$ cat src/rtl/alu_exec_unit_if.sv
// Command/result handshake bundle between decode, the execute unit and writeback.
interface alu_exec_unit_if #(
  parameter int WIDTH = 32
) ();
  logic             in_valid;
  logic             in_ready;
  logic [2:0]       ALUctrl;
  logic [WIDTH-1:0] srcA;
  logic [WIDTH-1:0] srcB;
  logic             out_valid;
  logic             out_ready;
  logic [WIDTH-1:0] result;
  logic             zero;

  modport master (
    output in_valid, ALUctrl, srcA, srcB, out_ready,
    input  in_ready, out_valid, result, zero
  );

  modport slave (
    input  in_valid, ALUctrl, srcA, srcB, out_ready,
    output in_ready, out_valid, result, zero
  );
endinterface

$ cat src/rtl/alu_exec_unit.sv
// Multi-cycle execute unit: single-cycle logic/arithmetic, bit-serial shifts,
// registered result and zero flag behind valid/ready handshakes.
module alu_exec_unit #(
  parameter int WIDTH = 32,
  parameter int SHW   = $clog2(WIDTH)
) (
  input logic             clk,
  input logic             rst_n,
  alu_exec_unit_if.slave  bus
);

  typedef enum logic [1:0] {IDLE, SHIFT, DONE} state_t;
  typedef enum logic [2:0] {
    OP_ADD, OP_SUB, OP_AND, OP_OR, OP_XOR, OP_SLT, OP_SLL, OP_SRL
  } op_t;

  state_t           state, state_nxt;
  op_t              op;
  logic             is_shift;
  logic [SHW-1:0]   shamt;
  logic [SHW-1:0]   cnt;
  logic             shift_left;
  logic [WIDTH-1:0] shreg, shreg_nxt;
  logic [WIDTH-1:0] alu_val;
  logic [WIDTH-1:0] result_q;
  logic             zero_q;

  // Command decode
  always_comb begin
    op       = op_t'(bus.ALUctrl);
    is_shift = (op == OP_SLL) || (op == OP_SRL);
    shamt    = bus.srcB[SHW-1:0];
  end

  // Single-cycle operations; a shift by zero passes srcA through
  always_comb begin
    alu_val = '0;
    case (op)
      OP_ADD:  alu_val = bus.srcA + bus.srcB;
      OP_SUB:  alu_val = bus.srcA - bus.srcB;
      OP_AND:  alu_val = bus.srcA & bus.srcB;
      OP_OR:   alu_val = bus.srcA | bus.srcB;
      OP_XOR:  alu_val = bus.srcA ^ bus.srcB;
      OP_SLT:  alu_val = {{(WIDTH-1){1'b0}}, ($signed(bus.srcA) < $signed(bus.srcB))};
      default: alu_val = bus.srcA;
    endcase
  end

  // One-bit step of the serial shifter
  always_comb begin
    shreg_nxt = shift_left ? {shreg[WIDTH-2:0], 1'b0} : {1'b0, shreg[WIDTH-1:1]};
  end

  // State register
  always_ff @(posedge clk or negedge rst_n) begin
    if (!rst_n) state <= IDLE;
    else        state <= state_nxt;
  end

  // Next-state logic
  always_comb begin
    state_nxt = state;
    case (state)
      IDLE:    if (bus.in_valid) state_nxt = (is_shift && shamt != '0) ? SHIFT : DONE;
      SHIFT:   if (cnt == SHW'(1)) state_nxt = DONE;
      DONE:    if (bus.out_ready) state_nxt = IDLE;
      default: state_nxt = IDLE;
    endcase
  end

  // Datapath: operand capture, serial shifting and result registration
  always_ff @(posedge clk or negedge rst_n) begin
    if (!rst_n) begin
      shreg      <= '0;
      cnt        <= '0;
      shift_left <= 1'b0;
      result_q   <= '0;
      zero_q     <= 1'b0;
    end else begin
      case (state)
        IDLE: begin
          if (bus.in_valid) begin
            if (is_shift && shamt != '0) begin
              shreg      <= bus.srcA;
              cnt        <= shamt;
              shift_left <= (op == OP_SLL);
            end else begin
              result_q <= alu_val;
              zero_q   <= (alu_val == '0);
            end
          end
        end
        SHIFT: begin
          shreg <= shreg_nxt;
          cnt   <= cnt - SHW'(1);
          if (cnt == SHW'(1)) begin
            result_q <= shreg_nxt;
            zero_q   <= (shreg_nxt == '0);
          end
        end
        default: ;
      endcase
    end
  end

  assign bus.in_ready  = (state == IDLE);
  assign bus.out_valid = (state == DONE);
  assign bus.result    = result_q;
  assign bus.zero      = zero_q;

endmodule

$ cat src/flat_wrapper.sv
// flat-port wrapper written by rule: the top's interface ports become plain ports
module alu_exec_unit_flat 
#(
  parameter int WIDTH = 32,
  parameter int SHW   = $clog2(WIDTH)
)
  (clk, rst_n, bus_in_valid, bus_ALUctrl, bus_srcA, bus_srcB, bus_out_ready, bus_in_ready, bus_out_valid, bus_result, bus_zero);
  alu_exec_unit_if #(.WIDTH(WIDTH)) bus_i ();
  input logic clk;
  input logic rst_n;
  input wire logic [$bits(bus_i.in_valid)-1:0] bus_in_valid;
  input wire logic [$bits(bus_i.ALUctrl)-1:0] bus_ALUctrl;
  input wire logic [$bits(bus_i.srcA)-1:0] bus_srcA;
  input wire logic [$bits(bus_i.srcB)-1:0] bus_srcB;
  input wire logic [$bits(bus_i.out_ready)-1:0] bus_out_ready;
  output wire logic [$bits(bus_i.in_ready)-1:0] bus_in_ready;
  output wire logic [$bits(bus_i.out_valid)-1:0] bus_out_valid;
  output wire logic [$bits(bus_i.result)-1:0] bus_result;
  output wire logic [$bits(bus_i.zero)-1:0] bus_zero;
  assign bus_i.in_valid = bus_in_valid;
  assign bus_i.ALUctrl = bus_ALUctrl;
  assign bus_i.srcA = bus_srcA;
  assign bus_i.srcB = bus_srcB;
  assign bus_i.out_ready = bus_out_ready;
  assign bus_in_ready = bus_i.in_ready;
  assign bus_out_valid = bus_i.out_valid;
  assign bus_result = bus_i.result;
  assign bus_zero = bus_i.zero;
  alu_exec_unit #(.WIDTH(WIDTH), .SHW(SHW)) u_core (.clk(clk), .rst_n(rst_n), .bus(bus_i));
endmodule
$ cat config.mk
export PLATFORM = sky130hd
export DESIGN_NAME = alu_exec_unit_flat
export DESIGN_NICKNAME = d
export VERILOG_FILES = /design/src/rtl/alu_exec_unit_if.sv /design/src/rtl/alu_exec_unit.sv /design/src/flat_wrapper.sv
export SDC_FILE = /design/constraint.sdc
export NUM_CORES = 1
export LEC_CHECK = 0
export CAP_MARGIN = 5
export CELL_PAD_IN_SITES_DETAIL_PLACEMENT = 0
export CELL_PAD_IN_SITES_GLOBAL_PLACEMENT = 1
export CORE_AREA = 3 3 157 159
export DETAILED_ROUTE_END_ITERATION = 16
export DIE_AREA = 0 0 160 162
export PLACE_DENSITY_LB_ADDON = 0.1
export SYNTH_ARGS = -nofsm -noshare
export SYNTH_HDL_FRONTEND = slang
export SYNTH_SLANG_ARGS = --single-unit
$ cat constraint.sdc
create_clock -name clk -period 2.9 [get_ports clk]
set_input_delay 0.29 -clock clk [delete_from_list [all_inputs] [get_ports clk]]
set_output_delay 0.29 -clock clk [all_outputs]
set_load 0.02 [all_outputs]
# Word-level counts from Yosys, hierarchy flattened
# Cells that the tools add are included.
[totals]
regBits = 73
input_bits = 71
output_inout_bits = 35
elab_cells = 61
[classes]
add_sub_neg = 3
magnitude_cmp = 1
n_eq_ne = 15
muxes = 21
bitwise = 3
n_reduce_logical = 12
[op_table]
columns = ["operator", "count"]
rows = [
  ["32-bit 2-to-1 mux", 6],
  ["32-bit case mux with 6 select lines", 1],
  ["32-bit case mux with 2 select lines", 2],
  ["32-bit logical NOT", 2],
  ["32-bit adder", 1],
  ["32-bit AND", 1],
  ["32-bit < comparator", 1],
  ["32-bit OR", 1],
  ["32-bit subtractor", 1],
  ["32-bit bitwise XOR", 1],
  ["3-bit equality test (second input constant)", 4],
  ["5-bit 2-to-1 mux", 2],
  ["5-bit case mux with 2 select lines", 1],
  ["3-bit AND reduction", 3],
  ["2-bit 2-to-1 mux", 4],
  ["3-bit by 2-bit equality test with 1-bit output (second input constant)", 2],
  ["2-bit != test (second input constant)", 3],
  ["2-bit case mux with 3 select lines", 1],
  ["5-bit by 1-bit equality test with 1-bit output (second input constant)", 1],
  ["5-bit nonzero test", 1],
  ["5-bit by 1-bit subtractor with 5-bit output (second input constant)", 1],
  ["2-bit by 1-bit != test with 1-bit output (second input constant)", 2],
  ["4-bit AND reduction", 1],
  ["3-bit by 1-bit equality test with 1-bit output (second input constant)", 1],
  ["other kinds (9)", 11],
]

# Logic depth before layout (Yosys ltp)
[depth]
depth_word = 6
depth_mapped = 15
depth_no_buf = 15

# Worst setup path before layout
# OpenSTA, ideal clock, no wires.
[synth_timing]
path_kind = "input -> register"
from = "input port bus_srcB[0]"
to = "register u_core.zero_q (netlist: u_core.bus.zero)"
t_arrival_ns = 3.030
t_required_ns = 2.808
slack_ns = -0.222
path_stages = 12
path_buffers = 0
path_cell_list = "ha_1 -> fa_1 -> a21oi_2 -> o211ai_1 -> a2111oi_0 -> a21oi_1 -> a41oi_1 -> a21oi_1 -> a2111oi_0 -> o32ai_1 -> or2_2 -> o31ai_2"
[synth_via]
elab_chain_len = 6
word_cells_on_any_way = 15
classes_between = "add/sub: 2; order compare: 1; eq/ne: 1; mux: 4; bitwise: 3; reduce/logical: 4"
[synth_rtl]
columns = ["item", "line_no", "text"]
rows = [
  ["start, declared", "flat_wrapper.sv:14", "input wire logic [$bits(bus_i.srcB)-1:0] bus_srcB;"],
  ["32-bit subtractor (tied with other cells)", "alu_exec_unit.sv:40", "OP_SUB: alu_val = bus.srcA - bus.srcB;"],
  ["32-bit case mux with 6 select lines", "alu_exec_unit.sv:38", "case (op)"],
  ["32-bit logical NOT", "alu_exec_unit.sv:89", "zero_q <= (alu_val == '0);"],
  ["1-bit 2-to-1 mux", "alu_exec_unit.sv:83", "if (is_shift && shamt != '0) begin"],
  ["1-bit 2-to-1 mux", "alu_exec_unit.sv:82", "if (bus.in_valid) begin"],
  ["1-bit case mux with 2 select lines", "alu_exec_unit.sv:80", "case (state)"],
  ["end signal, assigned", "alu_exec_unit.sv:89", ""],
  ["end signal, assigned", "alu_exec_unit.sv:98", "zero_q <= (shreg_nxt == '0);"],
  ["end, declared", "alu_exec_unit.sv:26", "logic zero_q;"],
]
# Parallel ways exist; a longest one is shown, timed or not. The select of a mux whose other input is x is not followed.
# A chain may end at the register's enable or synchronous reset.

# Worst setup path after layout
[layout_timing]
from = "input port bus_srcA[6]"
to = "register u_core.zero_q (netlist: u_core.bus.zero)"
[layout_via]
elab_chain_len = 6
word_cells_on_any_way = 11
classes_between = "add/sub: 2; order compare: 1; mux: 4; bitwise: 3; reduce/logical: 1"
[layout_rtl]
columns = ["item", "line_no", "text"]
rows = [
  ["start, declared", "flat_wrapper.sv:13", "input wire logic [$bits(bus_i.srcA)-1:0] bus_srcA;"],
  ["32-bit subtractor (tied with other cells)", "alu_exec_unit.sv:40", ""],
  ["32-bit case mux with 6 select lines *", "alu_exec_unit.sv:38", ""],
  ["32-bit logical NOT *", "alu_exec_unit.sv:89", ""],
  ["1-bit 2-to-1 mux *", "alu_exec_unit.sv:83", ""],
  ["1-bit 2-to-1 mux *", "alu_exec_unit.sv:82", ""],
  ["1-bit case mux with 2 select lines *", "alu_exec_unit.sv:80", ""],
]
# Every way passes the cells marked *; elsewhere a longest branch is shown, timed or not. The select of a mux whose other input is x is not followed.

==> results.txt <==
For the sequential-to-total area share from yosys stat, the log shows 0.182. The library cell occupying the most area in the post-synthesis netlist was dfrtp_1. Synthesis inferred 73 register bits.

The pre-antenna-repair detailed-routing pass consisted of 7 iterations. Timing analysis after detailed placement gives a worst setup slack of -1.40 ns. Path category of the worst min-delay check: in2async. Along the worst path, the maximum fanout reaches 5.

In the layout the commonest cells are buf_4, nor2_1, nand2_1, a21oi_1, o21ai_0. For the achievable frequency, the log shows 0.317 GHz. In the final layout, the multi-input gates occupy 0.00874 mm2. The logs give 0.34 ns for the insertion delay to the later sink of the worst-skew pair and 73 for the number of clock sinks. The clock-pin slew of the registers on the worst-case setup and hold paths came out at 0.06 ns.

The library cell used most frequently in the layout, excluding fill and tap cells, is buf_4. The die is 160 um wide. The all-layer global routing usage is 0.354, and the net switching fraction of the power is 0.445. The run finished, with violations left. The number of filler instances in the final layout came out at 1942. The final cell count without fillers was 2208; the area taken by flip-flops and latches was 0.00183 mm2. The maximum ir drop on the vdd rail was 0.465 mV; the area enclosed by the die boundary was 0.0259 mm2. The proportion of power drawn by flip-flops and latches was 0.238; the power density over cell area was 511 mW/mm2. Pin placement for this block handled 106 I/O pins. The run gives 7.53 nW as the leakage component of the power. The detailed-route vias per instance was 5.93; the period utilization was 1.09. The core region is 0.0234 mm2. Across all hold checks on the routed design, the worst slack comes to 0.111 ns.

After the first detailed-routing iteration, the DRC count stood at 1226. The number of clock buffers added by TritonCTS is 9. On the critical path, the stage with the largest delay is an instance of or3_4. The number of placed instances, taps included, is 2134. The met2 layer wire length in the routed design was 21800 um; the fraction of final layout cells sized beyond drive strength 1 was 0.414.

The worst setup path is captured at a register. In this run, post-CTS hold repair placed 0 buffers. The buffer and inverter count on the worst path works out to 3.

Counting every instance in the synthesized netlist gives 1381. For the pin with the worst max-slew slack, the measured transition is 0.975 ns. The count of endpoints failing hold in the final timing report was 0. Broken down by cell family, the worst path's largest delay share belongs to compound AO/OA/AOI/OAI gates. The tools report the cell area after synthesis as 0.0100 mm2. For the total wirelength of the detailed-routed design, the log shows 47900 um. The first global-routing pass estimated 72800 um of wire. From synthesis to final layout, the design area changed by 64.4%.

When the netlist entered floorplanning its net count stood at 1559. Dividing the detail-routed wire length by the instance count gives 21.7 um. On the worst path, the slowest cell contributes a delay of 0.39 ns. The logs give 0.144 for the clock share of power and 0.0144 mm2 for the instance area after placement. The synthesized area per cell was 7.28 um2; the total via count in the routed design was 13.1k. The maximum level of the CTS H-tree came out at 3. Signal routing reaches up to met5. Initial antenna violation count: 1.

The run gives -0.919 ns as the summed negative setup slack over all endpoints. The checks that failed: negative setup slack. The final worst clock skew was 0.00530 ns; the fraction of registers with async set/reset was 1.00. The run gives 0 as the antenna violation net count after detailed routing. Buffers placed on the I/O ports in this run total 105. Met1 wire length: 20200 um. The worst path in the final design needs a cycle of 3.15 ns, including I/O delays and setup. The count of inserted antenna diode cells was 0; the number of rows created at floorplan was 56. The amount of wire on met3 after detailed routing was 3800 um. Setup repair after global routing could not meet its margin everywhere. The worst slew margin relative to its limit was 0.350. TritonCTS built the clock tree. During synthesis, Yosys emitted a total of 0 warnings. The critical path is of the in2reg type. The layout net count was 2062.

The tools report the CTS root buffer as clkbuf_16. Setup violations remaining at the end of the flow were counted as 8. The maximum clock insertion buffer count is 2. For this run, the leading register cell type out of synthesis is dfrtp_1. The top-area cell type share of the netlist area was 0.182; the count of max-cap constraint violations was 0. The tools report the final worst setup slack as -0.251 ns. Yosys mapped the design onto 91 distinct sky130hd cell types.

Entering global routing, the biggest net connects 74 pins. For the starting density of the core, the log shows 0.429. The number of flops mapped to enable cells by yosys was 0; the DRC violation count after routing was 0. The critical path goes through clkdlybuf4s15_2, inv_2, ha_4, or3_4, or3_4, a21oi_4, o31a_1, a21boi_4, a21oi_4, nor2_4, o211ai_1, nand3_4, buf_4, or2_4, o31ai_2. The run gives 0.618 as the part of the total power dissipated in combinational logic. Data on the critical path is required at its endpoint by 3.15 ns. The finished cells cover 0.0165 mm2. Routability-driven placement finished with a final weighted congestion of 0.984. After legalization and detailed placement, the total HPWL measured 36900 um.

The overall overflow remaining after global route was 0. The tools report the number of global-route vias before repair as 12.8k. Across all register-to-register paths, the minimum setup slack is 0.12 ns. STA puts the critical path data arrival time at 3.40 ns. The chip height came out at 162 um.

The tools report the net switching power figure as 0.00376 W. The internal power of the cells totals 0.00469 W. For the final-report max-slew violation count, the log shows 0. Type of element launching the critical path: a primary input.

Sorting the synthesized cells by area gives the leading types as dfrtp_1, ha_1, a21oi_1, nor2_1, o21ai_0.
==> logic make-up after synthesis <==
| kind of cell | count (synthesis) | share of synthesized area |
|---|---|---|
| buffers and inverters | 204 | 0.0792 |
| and+or+nand+nor | 426 | 0.203 |
| muxes | 47 | 0.0487 |
| AOI/OAI and AO/OA | 517 | 0.346 |
| adders and majority gates | 107 | 0.135 |
| xor gates and xnor gates | 7 | 0.00610 |
| DFF | 73 | 0.182 |
==> synth_stat cells (20+ instances only) <==
| cell | instances |
|---|---|
| mux2i_1 | 32 |
| inv_1 | 106 |
| a21o_1 | 27 |
| nor2_1 | 128 |
| dfrtp_1 | 73 |
| nor3_1 | 24 |
| a211oi_1 | 41 |
| ha_1 | 105 |
| nand4_1 | 20 |
| clkbuf_1 | 62 |
| a31oi_1 | 30 |
| nand3_1 | 28 |
| nor2b_1 | 20 |
| nand2_1 | 122 |
| o211ai_1 | 28 |
| o21ai_0 | 93 |
| a21oi_1 | 123 |
==> layout make-up <==
class | count | share of cell area
inverters | 108 | 0.0255
well taps | 319 | 0.0242
multi-input cells | 1104 | 0.529
clock inverters | 7 | 0.00576
flip-flops and latches | 73 | 0.111
clock buffers | 9 | 0.0136
repair buffers | 588 | 0.291
==> metal layers <==
layer  up-vias  track usage
met5         -            0
met4         2        0.138
met3       122       0.0643
met2       626        0.574
met1      6268        0.471
li1       6080            -
==> power by group through the flow <==
stage	logic [W]	registers [W]	clock network (W)
after floorplan	0.00228	0.00207	0
after global placement	0.00454	0.00197	0
after detailed placement	0.00460	0.00199	0
after CTS	0.00499	0.00198	0.00121
after global routing	0.00557	0.00206	0.00126
final	0.00522	0.00201	0.00122
==> final timing paths <==
path | from | end | cells past startpoint
setup / recovery | bus_srcA[6] | u_core.bus.zero | 15
hold / removal | rst_n | u_core.bus.result[14] | 1
setup reg to reg | u_core.state[0] | u_core.bus.zero | 11
hold reg to reg | u_core.bus.result[0] | u_core.bus.result[0] | 2
max in group asynchronous | rst_n | u_core.shreg[5] | 1
min in group clk | bus_srcB[0] | u_core.cnt[0] | 4
==> state kept, by name (all words and copies together) (netlist names) <==
signal	count
u_core.shreg	32
u_core.shift_left	1
u_core.state	2
u_core.bus.zero	1
u_core.cnt	5
u_core.bus.result	32
==> per-stage QoR <==
| step | total power [W] | utilization |
|---|---|---|
| finish | 0.00844 | 0.706 |
| global route | 0.00890 | 0.706 |
| CTS | 0.00818 | 0.685 |
| detailed placement | 0.00659 | 0.616 |
| global placement | 0.00651 | 0.616 |
| floorplan | 0.00435 | - |
==> timing repair <==
item                                    CTS  global route
setup buffers                            48            18
pin swaps                               119            73
endpoints found under the setup margin   25            21
resized for setup                       346           113
(Power assumes the default switching activity.)
